--- src/rtl/change_dispenser.sv ---
// change_dispenser
// Vending-machine change and goods dispenser. An event in IDLE (nonzero change
// or nonzero sell[1:0]) starts one transaction: optional goods release, then
// greedy 5-yuan coins, then 1-yuan coins, then a one-cycle done pulse. Every
// request waits for its ack and then for that ack to fall before the next
// request. An ack that never arrives within ACK_TIMEOUT cycles locks the block
// in FAULT until rst. Events while busy are dropped and flagged on ovr.
//
// Optional feature: define DISPENSER_STATS_EN to add the cnt5/cnt1 outputs,
// saturating counts of acknowledged 5-yuan and 1-yuan coins.
module change_dispenser #(
  parameter logic [7:0] ACK_TIMEOUT = 8'd99
) (
  input  logic       clk,
  input  logic       rst,
  input  logic [3:0] change,
  input  logic [3:0] sell,
  input  logic       hop5_ack,
  input  logic       hop1_ack,
  input  logic       hop5_empty,
  input  logic       vend_ack,
  output logic       hop5_req,
  output logic       hop1_req,
  output logic       vend_req,
  output logic [1:0] vend_code,
  output logic       busy,
  output logic       done,
  output logic       ovr,
  output logic       err
`ifdef DISPENSER_STATS_EN
  ,
  output logic [7:0] cnt5,
  output logic [7:0] cnt1
`endif
);

  // Transaction states; VEND/PAY5/PAY1 are the three request-holding steps.
  typedef enum logic [2:0] {
    IDLE   = 3'd0,
    VEND   = 3'd1,
    PAY5   = 3'd2,
    PAY1   = 3'd3,
    WAITLO = 3'd4,
    DONE   = 3'd5,
    FAULT  = 3'd6
  } state_e;

  // Which acknowledge WAITLO must see low before the next step may start.
  typedef enum logic [1:0] {
    CH_VEND = 2'd0,
    CH_HOP5 = 2'd1,
    CH_HOP1 = 2'd2
  } chan_e;

  // Control state
  state_e     state_q, state_d;
  chan_e      chan_q, chan_d;
  logic [3:0] rem_q, rem_d;
  logic [1:0] item_q, item_d;
  logic [7:0] wait_q, wait_d;

  // Registered outputs
  logic       hop5_req_q, hop5_req_d;
  logic       hop1_req_q, hop1_req_d;
  logic       vend_req_q, vend_req_d;
  logic [1:0] vend_code_q, vend_code_d;
  logic       busy_q, busy_d;
  logic       done_q, done_d;
  logic       ovr_q, ovr_d;
  logic       err_q, err_d;

  // Decoded inputs
  logic       event_in;
  logic       ack_cur;
  logic       ack_last;
  logic       unused_sell_hi;

  // Only the low two bits of sell name a goods code.
  assign unused_sell_hi = ^sell[3:2];
  assign event_in       = (change != 4'd0) || (sell[1:0] != 4'd0);

  // Greedy coin choice made each time a coin step is about to start; an empty
  // 5-yuan hopper pushes the whole remainder onto the 1-yuan hopper.
  function automatic state_e select_step(input logic [3:0] rem,
                                         input logic       empty5);
    if ((rem >= 4'd5) && !empty5) begin
      return PAY5;
    end else if (rem != 4'd0) begin
      return PAY1;
    end else begin
      return DONE;
    end
  endfunction

  // Map a request-holding state to the acknowledge channel it owns.
  function automatic chan_e chan_of(input state_e st);
    if (st == VEND) begin
      return CH_VEND;
    end else if (st == PAY5) begin
      return CH_HOP5;
    end else begin
      return CH_HOP1;
    end
  endfunction

  // Acknowledge of the request currently held; acks of other channels are
  // never looked at, so a stray ack cannot advance the transaction.
  always_comb begin
    // NOTE: every signal written in an always_comb gets a default first so no
    // path leaves it unassigned, which would otherwise infer a latch.
    ack_cur = 1'b0;
    unique case (state_q)
      VEND:    ack_cur = vend_ack;
      PAY5:    ack_cur = hop5_ack;
      PAY1:    ack_cur = hop1_ack;
      default: ack_cur = 1'b0;
    endcase
  end

  // Acknowledge that WAITLO is waiting to see fall.
  always_comb begin
    ack_last = 1'b0;
    unique case (chan_q)
      CH_VEND: ack_last = vend_ack;
      CH_HOP5: ack_last = hop5_ack;
      CH_HOP1: ack_last = hop1_ack;
      default: ack_last = 1'b0;
    endcase
  end

  // State register with synchronous reset; rst also masks any same-cycle event.
  always_ff @(posedge clk) begin
    // NOTE: sequential state is updated with non-blocking assignments so every
    // register samples the pre-edge values of the others.
    if (rst) begin
      state_q     <= IDLE;
      chan_q      <= CH_VEND;
      rem_q       <= 4'd0;
      item_q      <= 2'd0;
      wait_q      <= 8'd0;
      hop5_req_q  <= 1'b0;
      hop1_req_q  <= 1'b0;
      vend_req_q  <= 1'b0;
      vend_code_q <= 2'd0;
      busy_q      <= 1'b0;
      done_q      <= 1'b0;
      ovr_q       <= 1'b0;
      err_q       <= 1'b0;
    end else begin
      state_q     <= state_d;
      chan_q      <= chan_d;
      rem_q       <= rem_d;
      item_q      <= item_d;
      wait_q      <= wait_d;
      hop5_req_q  <= hop5_req_d;
      hop1_req_q  <= hop1_req_d;
      vend_req_q  <= vend_req_d;
      vend_code_q <= vend_code_d;
      busy_q      <= busy_d;
      done_q      <= done_d;
      ovr_q       <= ovr_d;
      err_q       <= err_d;
    end
  end

  // Next-state logic: accept an event, run the handshakes, watch for timeout.
  always_comb begin
    state_d = state_q;
    chan_d  = chan_q;
    rem_d   = rem_q;
    item_d  = item_q;
    wait_d  = wait_q;

    unique case (state_q)
      IDLE: begin
        if (event_in) begin
          rem_d  = change;
          item_d = sell[1:0];
          wait_d = 8'd0;
          // The first step is chosen straight from the inputs so its request
          // is visible in the very next cycle.
          if (sell[1:0] != 2'd0) begin
            state_d = VEND;
          end else begin
            state_d = select_step(change, hop5_empty);
          end
        end
      end

      VEND, PAY5, PAY1: begin
        if (ack_cur) begin
          state_d = WAITLO;
          chan_d  = chan_of(state_q);
          // PAY5 is only entered with rem_q >= 5, so this cannot wrap.
          if (state_q == PAY5) begin
            rem_d = rem_q - 4'd5;
          end else if (state_q == PAY1) begin
            rem_d = rem_q - 4'd1;
          end
        end else if (wait_q == ACK_TIMEOUT) begin
          state_d = FAULT;
        end else begin
          wait_d = wait_q + 8'd1;
        end
      end

      WAITLO: begin
        // Goods are always released before any coin, so the same greedy
        // choice serves both the post-vend and the post-coin case.
        if (!ack_last) begin
          state_d = select_step(rem_q, hop5_empty);
          wait_d  = 8'd0;
        end
      end

      DONE: begin
        state_d = IDLE;
      end

      FAULT: begin
        state_d = FAULT;
      end

      default: begin
        state_d = IDLE;
      end
    endcase
  end

  // Output decode from the next state so every output leaves a flop.
  always_comb begin
    hop5_req_d  = (state_d == PAY5);
    hop1_req_d  = (state_d == PAY1);
    vend_req_d  = (state_d == VEND);
    vend_code_d = (state_d == VEND) ? item_d : 2'd0;
    busy_d      = (state_d != IDLE);
    done_d      = (state_d == DONE);
    err_d       = (state_d == FAULT);
    // busy_q mirrors the busy output, so an event seen while it is high is
    // exactly an event that IDLE did not accept.
    ovr_d       = ovr_q | (event_in & busy_q);
  end

  assign hop5_req  = hop5_req_q;
  assign hop1_req  = hop1_req_q;
  assign vend_req  = vend_req_q;
  assign vend_code = vend_code_q;
  assign busy      = busy_q;
  assign done      = done_q;
  assign ovr       = ovr_q;
  assign err       = err_q;

`ifdef DISPENSER_STATS_EN
  logic [7:0] cnt5_q, cnt5_d;
  logic [7:0] cnt1_q, cnt1_d;

  // Count coins only when their own request is acknowledged; hold at 255.
  always_comb begin
    cnt5_d = cnt5_q;
    cnt1_d = cnt1_q;
    if ((state_q == PAY5) && hop5_ack && (cnt5_q != 8'hFF)) begin
      cnt5_d = cnt5_q + 8'd1;
    end
    if ((state_q == PAY1) && hop1_ack && (cnt1_q != 8'hFF)) begin
      cnt1_d = cnt1_q + 8'd1;
    end
  end

  // Coin counter registers, cleared with the rest of the block.
  always_ff @(posedge clk) begin
    if (rst) begin
      cnt5_q <= 8'd0;
      cnt1_q <= 8'd0;
    end else begin
      cnt5_q <= cnt5_d;
      cnt1_q <= cnt1_d;
    end
  end

  assign cnt5 = cnt5_q;
  assign cnt1 = cnt1_q;
`endif

endmodule
--- config.mk ---
export PLATFORM = sky130hd
export DESIGN_NAME = change_dispenser
export DESIGN_NICKNAME = d
export VERILOG_FILES = /design/src/rtl/change_dispenser.sv
export SDC_FILE = /design/constraint.sdc
export NUM_CORES = 1
export LEC_CHECK = 0
export BUFFER_PORTS_ARGS = -buffer_cell sky130_fd_sc_hd__buf_2
export CORE_MARGIN = 3
export CORE_UTILIZATION = 30
export CTS_BUF_LIST = sky130_fd_sc_hd__clkbuf_8
export DETAILED_ROUTE_END_ITERATION = 6
export PLACE_DENSITY = 0.47
export SKIP_LAST_GASP = 1
export SLEW_MARGIN = 30
export SYNTH_ARGS = -nofsm -noshare
export SYNTH_HDL_FRONTEND = slang
export SYNTH_SLANG_ARGS = --single-unit
--- constraint.sdc ---
create_clock -name clk -period 4.2 [get_ports clk]
set_input_delay 0.42 -clock clk [delete_from_list [all_inputs] [get_ports clk]]
set_output_delay 0.42 -clock clk [all_outputs]
set_load 0.05 [all_outputs]
[Yosys cells after proc, flatten, opt, wreduce, memory -nomap -nowiden]
Cells that the tools add are included.
Widths: inputs -> output; s select.
Operators by class
  $add $sub $neg: 3
  $mul: 0
  divide/modulo/power cells: 0
  order comparisons: 2
  equality and inequality tests: 19
  shifts and indexed selects: 0
  muxes and demuxes: 26
  bitwise logic cells: 3
  reduce and logical (&&, ||, !) cells: 17
Operator list (number)
  $mux 8: 4
  $mux 3: 9
  $pmux 8 s3: 1
  $mux 4: 4
  $eq 3x2->1 const B: 4
  $eq 3x3->1 const B: 4
  $pmux 3 s4: 1
  $ne 2x2->1 const B: 5
  $add 8x1->8 const B: 1
  $eq 8x7->1 const B: 1
  $ge 4x3->1 const B: 2
  $mux 2: 4
  $pmux 4 s2: 1
  $reduce_bool 4->1: 2
  $eq 3x1->1 const B: 2
  $pmux 1 s3: 2
  $reduce_bool 3->1: 2
  $reduce_and 5->1: 1
  $reduce_and 4->1: 1
  $reduce_bool 2->1: 2
  $sub 4x1->4 const B: 1
  $sub 4x3->4 const B: 1
  $logic_not 3->1: 1
  $ne 3x3->1 const B: 1
  other kinds (12): 13
Storage, ports and cells
  register bits: 28
  bits in latches: 0
  memory bits (writable): 0
  bits in read-only memories: 0
  input bits: 14
  output and inout bits: 9
  word-level logic and storage cells: 83
  memories: 0

[Logic depth before layout (Yosys ltp)]
  depth in word-level cells: 9
  depth in mapped cells: 7
  depth with buffers taken out: 7

[Least setup slack after synthesis]
No wires, ideal clock.
  kind: reg2reg
  from: register wait_q[0]
  to: register err_q, in the netlist err
  setup time: 0.087 ns
  data arrival time: 1.767 ns
  data required time: 4.113 ns
  slack: 2.346 ns
  cell stages (with the launch flop): 7
  buffers on the path: 0
  clock period less this slack: 1.854 ns
  path through: dfxtp_1 ha_1 nand4b_1 or4_4 o221a_1 and2_4 nor4b_4
On the way
  longest elaborated chain between the ends: 5
Ends and longest elaborated chain
  start: declaration: RTL line 60  | logic [7:0] wait_q, wait_d;
  start signal: assignment: RTL line 154  | wait_q <= wait_d;
  $eq 8x7->1: RTL line 200  | end else if (wait_q == ACK_TIMEOUT) begin
  $mux 3: RTL line 200
  $mux 3: RTL line 191  | if (ack_cur) begin
  $pmux 3 s4: RTL line 174  | unique case (state_q)
  $eq 3x3->1: RTL line 238  | err_d = (state_d == FAULT);
  end signal: assignment: RTL line 162  | err_q <= err_d;
  end: declaration: RTL line 70  | logic err_q, err_d;
Every way passes these cells.
A chain may end at the register's enable or synchronous reset.

[Final worst setup path]
  from: register state_q[0]
  to: register wait_q[1]
On the way
  longest elaborated chain between the ends: 4
  elaborated cells on any way between the ends: 14
  classes of those cells: eq/ne: 8; mux: 2; reduce/logical: 4
Ends and longest elaborated chain
  start: declaration: RTL line 56  | state_e state_q, state_d;
  start signal: assignment: RTL line 150  | state_q <= state_d;
  $eq 3x2->1 / $eq 3x1->1 (equally long branches): RTL line 112, 174
  $pmux 1 s3 / $reduce_or 3->1 (equally long branches): RTL line 112, 174
  $ne 2x2->1 (no source line) / $reduce_bool 3->1 (equally long branches)
  $reduce_and 5->1 (no source line)
Several ways; a longest one is shown, not always the timed one.

==> impl_results.md <==
- Mapped Avg Cell Area: a little over 8 um^2
- Most frequent cells in the layout: dfxtp_1 (28), nand2_1 (23), nor2_1 (21)
- Initial Utilization: 32.0%
- Endpoints failing setup: 0
- Overflow after GRT: 0
- Synth unique cells: 55
- Final Slew Violations: 0
- H-tree depth reported by CTS: 1
- Pin slew with the least headroom to its limit: a little under 0.7 ns
- Power Dens Cells: between 400 and 500 nW/um^2
- Die width: around 78 um
- FP Rows: 25
- Port Buffers: 20
- Tmin final: 2.30 ns
- CTS root buffer: clkbuf_8
- Synth Register Bits: 28
- Fin crit share: 54.7%
- Worst EP arrival: 2.51 ns
- Fraction of layout cells with a size suffix above 1: between 10% and 20%
- Crit-path max FO: 14
- Synth Flop Type: dfxtp_1
- Worst-path clk slew: roughly 0.10 ns
- Vias in the first global route: 1,389
- Type of origin of the critical path: flop
- Most common cell after layout, fill and taps aside: dfxtp_1
- EDFF count, synth: 0
- Iter 0 DRT Violations: 88
- CORE AREA: about 4900 um^2
- Clk buf depth: 2
- Worst Path Required: approximately 4.4 ns
- Vias per Instance: 5.28
- Status: completed
- Resize count post-CTS: 0
- Total CTS buffers: 3
- Worst r2r src: state_q[0]$_SDFF_PP0_
- Hold depth: 3
- Worst reg2reg path endpoint: wait_q[1]$_SDFFE_PP0P_
- Die area: roughly 6100 um^2
- Worst hold slack: approximately 0.43 ns
- Remaining DRCs: 0
- Post-Syn Nets: approximately 210
- VDD IR max: about 0.00022 V
- Nets: between 200 and 250
- LEAKAGE: about 0.0007 uW
- N_diodes: 0
- Worst-case reg-to-reg path depth: 5
- Total global-route track usage: between 10 and 15%
- Via Count: roughly 1,500
- Initial antenna violation count: 0
- I/O pins: 23
- Fmax: about 0.44 GHz
- Antenna-violating nets left: 0
- DP HPWL: around 3.0 mm
- Yosys warns: 0
- Worst Hold Path EP: chan_q[0]$_SDFFE_PP0P_
- CTS Hold Bufs: 0
- Largest net degree at the start of global routing: 20
- Clk sinks: 28
- Number of iterations in the first detailed-routing pass: 4
- Die Height: 78.1 um
- Mapped cell area: ~1600 um^2
- Seq/Total Area, Yosys: roughly 36%
- Relative max-transition margin: between 50% and 60%
- Asr flop ratio synth: 0%
- First-pass GRT wire length: 6.88 mm
- CP Class: flop to flop
- Hold Path Class: input pin to flop
- Synthesized instance count: 190
- Placer Congestion: 0.795
- Total Wirelength: ~4.0 mm
- Worst setup EP type: flop
- Setup TNS: 0 ns
- Setup repair bufs after CTS: 0
- Setup slack, reg-to-reg: roughly 1.9 ns
- Final hold vios: 0
- WL per Instance: about 14 um
- RSZ-0062 raised after global routing: no
- Skew final: 0.00566 ns
- Worst skew pair latency: about 0.28 ns
- CTS tree: built
- Layout area overhead: 14.8%
- Number of max-cap violations: 0
- Min-delay src: hop5_ack
==> synth_stat cells (2+ instances only) <==
library cell	count	area (um^2)
dfxtp_1	28	561
inv_1	7	26.3
o21ai_0	6	30.0
buf_2	2	10.0
nand4b_1	2	17.5
o311ai_0	2	17.5
ha_1	4	50.1
nand4_1	2	12.5
o21ai_1	4	20.0
o211ai_1	3	22.5
mux2i_1	3	30.0
a22oi_1	4	30.0
clkbuf_1	3	11.3
nand2b_1	2	12.5
nor2_1	21	78.8
or4_1	3	22.5
a31oi_1	3	18.8
nand2_1	23	86.3
a22o_1	2	17.5
a21o_1	2	15.0
nor4_1	3	18.8
nand3_1	9	45.0
a21oi_1	11	55.1
nand3b_1	2	15.0
or2_2	2	12.5
nor3_1	4	20.0
o211a_1	2	20.0
nor3b_1	2	15.0
or3_1	3	18.8
==> metal layers <==
| metal | GRT usage [%] | vias up | share of wire [%] |
|---|---|---|---|
| li1 | - | 735 | - |
| met1 | 19.7 | 672 | 49 |
| met2 | 21.2 | 40 | 44 |
| met3 | 3.44 | 4 | 5.9 |
| met4 | 2.80 | 0 | 1.1 |
| met5 | 0 | - | 0 |
==> cell families (layout without fill, tap and decap cells) <==
family / count (synthesis) / after routing / share of synthesized area [%]
xor gates and xnor gates: 1 / 1 / 0.561
adders and majority gates: 5 / 5 / 3.85
and+or+nand+nor: 88 / 88 / 30.6
AOI/OAI and AO/OA: 50 / 50 / 22.9
DFF: 28 / 28 / 35.9
buffers and inverters: 14 / 32 / 3.53
muxes: 4 / 4 / 2.65
==> how the worst max path moves through the flow <==
stage                      startpoint                      to  slack, ns  cells past startpoint
4_1_cts         state_q[0]$_SDFF_PP0_  wait_q[1]$_SDFFE_PP0P_       1.89                      5
3_3_place_gp    state_q[0]$_SDFF_PP0_  wait_q[1]$_SDFFE_PP0P_       1.96                      5
3_5_place_dp    state_q[0]$_SDFF_PP0_  wait_q[3]$_SDFFE_PP0P_       1.92                      5
2_1_floorplan  wait_q[0]$_SDFFE_PP0P_          err$_SDFF_PP0_       2.35                      6
5_1_grt         state_q[0]$_SDFF_PP0_  wait_q[1]$_SDFFE_PP0P_       1.74                      5
6_report        state_q[0]$_SDFF_PP0_  wait_q[1]$_SDFFE_PP0P_       1.90                      5
==> through the flow <==
stage          instances  worst slack, ns  power (uW)  area, um^2  utilization (%)
2_1_floorplan        190             2.35         519        1560                -
3_3_place_gp         271             1.96         576        1720             35.2
3_5_place_dp         271             1.92         581        1720             35.2
4_1_cts              275             1.89         796        1790             36.7
5_1_grt              275             1.74         849        1790             36.7
6_report             275             1.90         787        1790             36.7
==> worst max-delay path, stage by stage (launching register included) <==
cell and delay, ns:
dfxtp_1 0.65, mux2_2 0.42, a21oi_2 0.30, o21ai_0 0.26, nor2_1 0.38, mux2i_1 0.23
==> area by class of cell <==
class                   count  area (um^2)
inverters                   8         30.0
multi-input cells         148          945
clock inverters             1         30.0
fillers                   539         3090
repair buffers             20          100
clock buffers               3         41.3
flip-flops and latches     28          561
well taps                  67         83.8
==> state kept, by name, summed over array words and instances, names as in the netlist <==
signal	cells
hop5_req	1
hop1_req	1
chan_q	2
err	1
vend_code	2
state_q	3
vend_req	1
item_q	2
busy	1
done	1
rem_q	4
ovr	1
wait_q	8
==> power by group <==
part / internal [uW] / switching, uW / total, uW
sequential: 293 / 30.7 / 324
combinational: 89.9 / 161 / 251
clock: 128 / 84.5 / 212
total: 511 / 277 / 787
No activity file was read; power rests on OpenSTA's default activity.
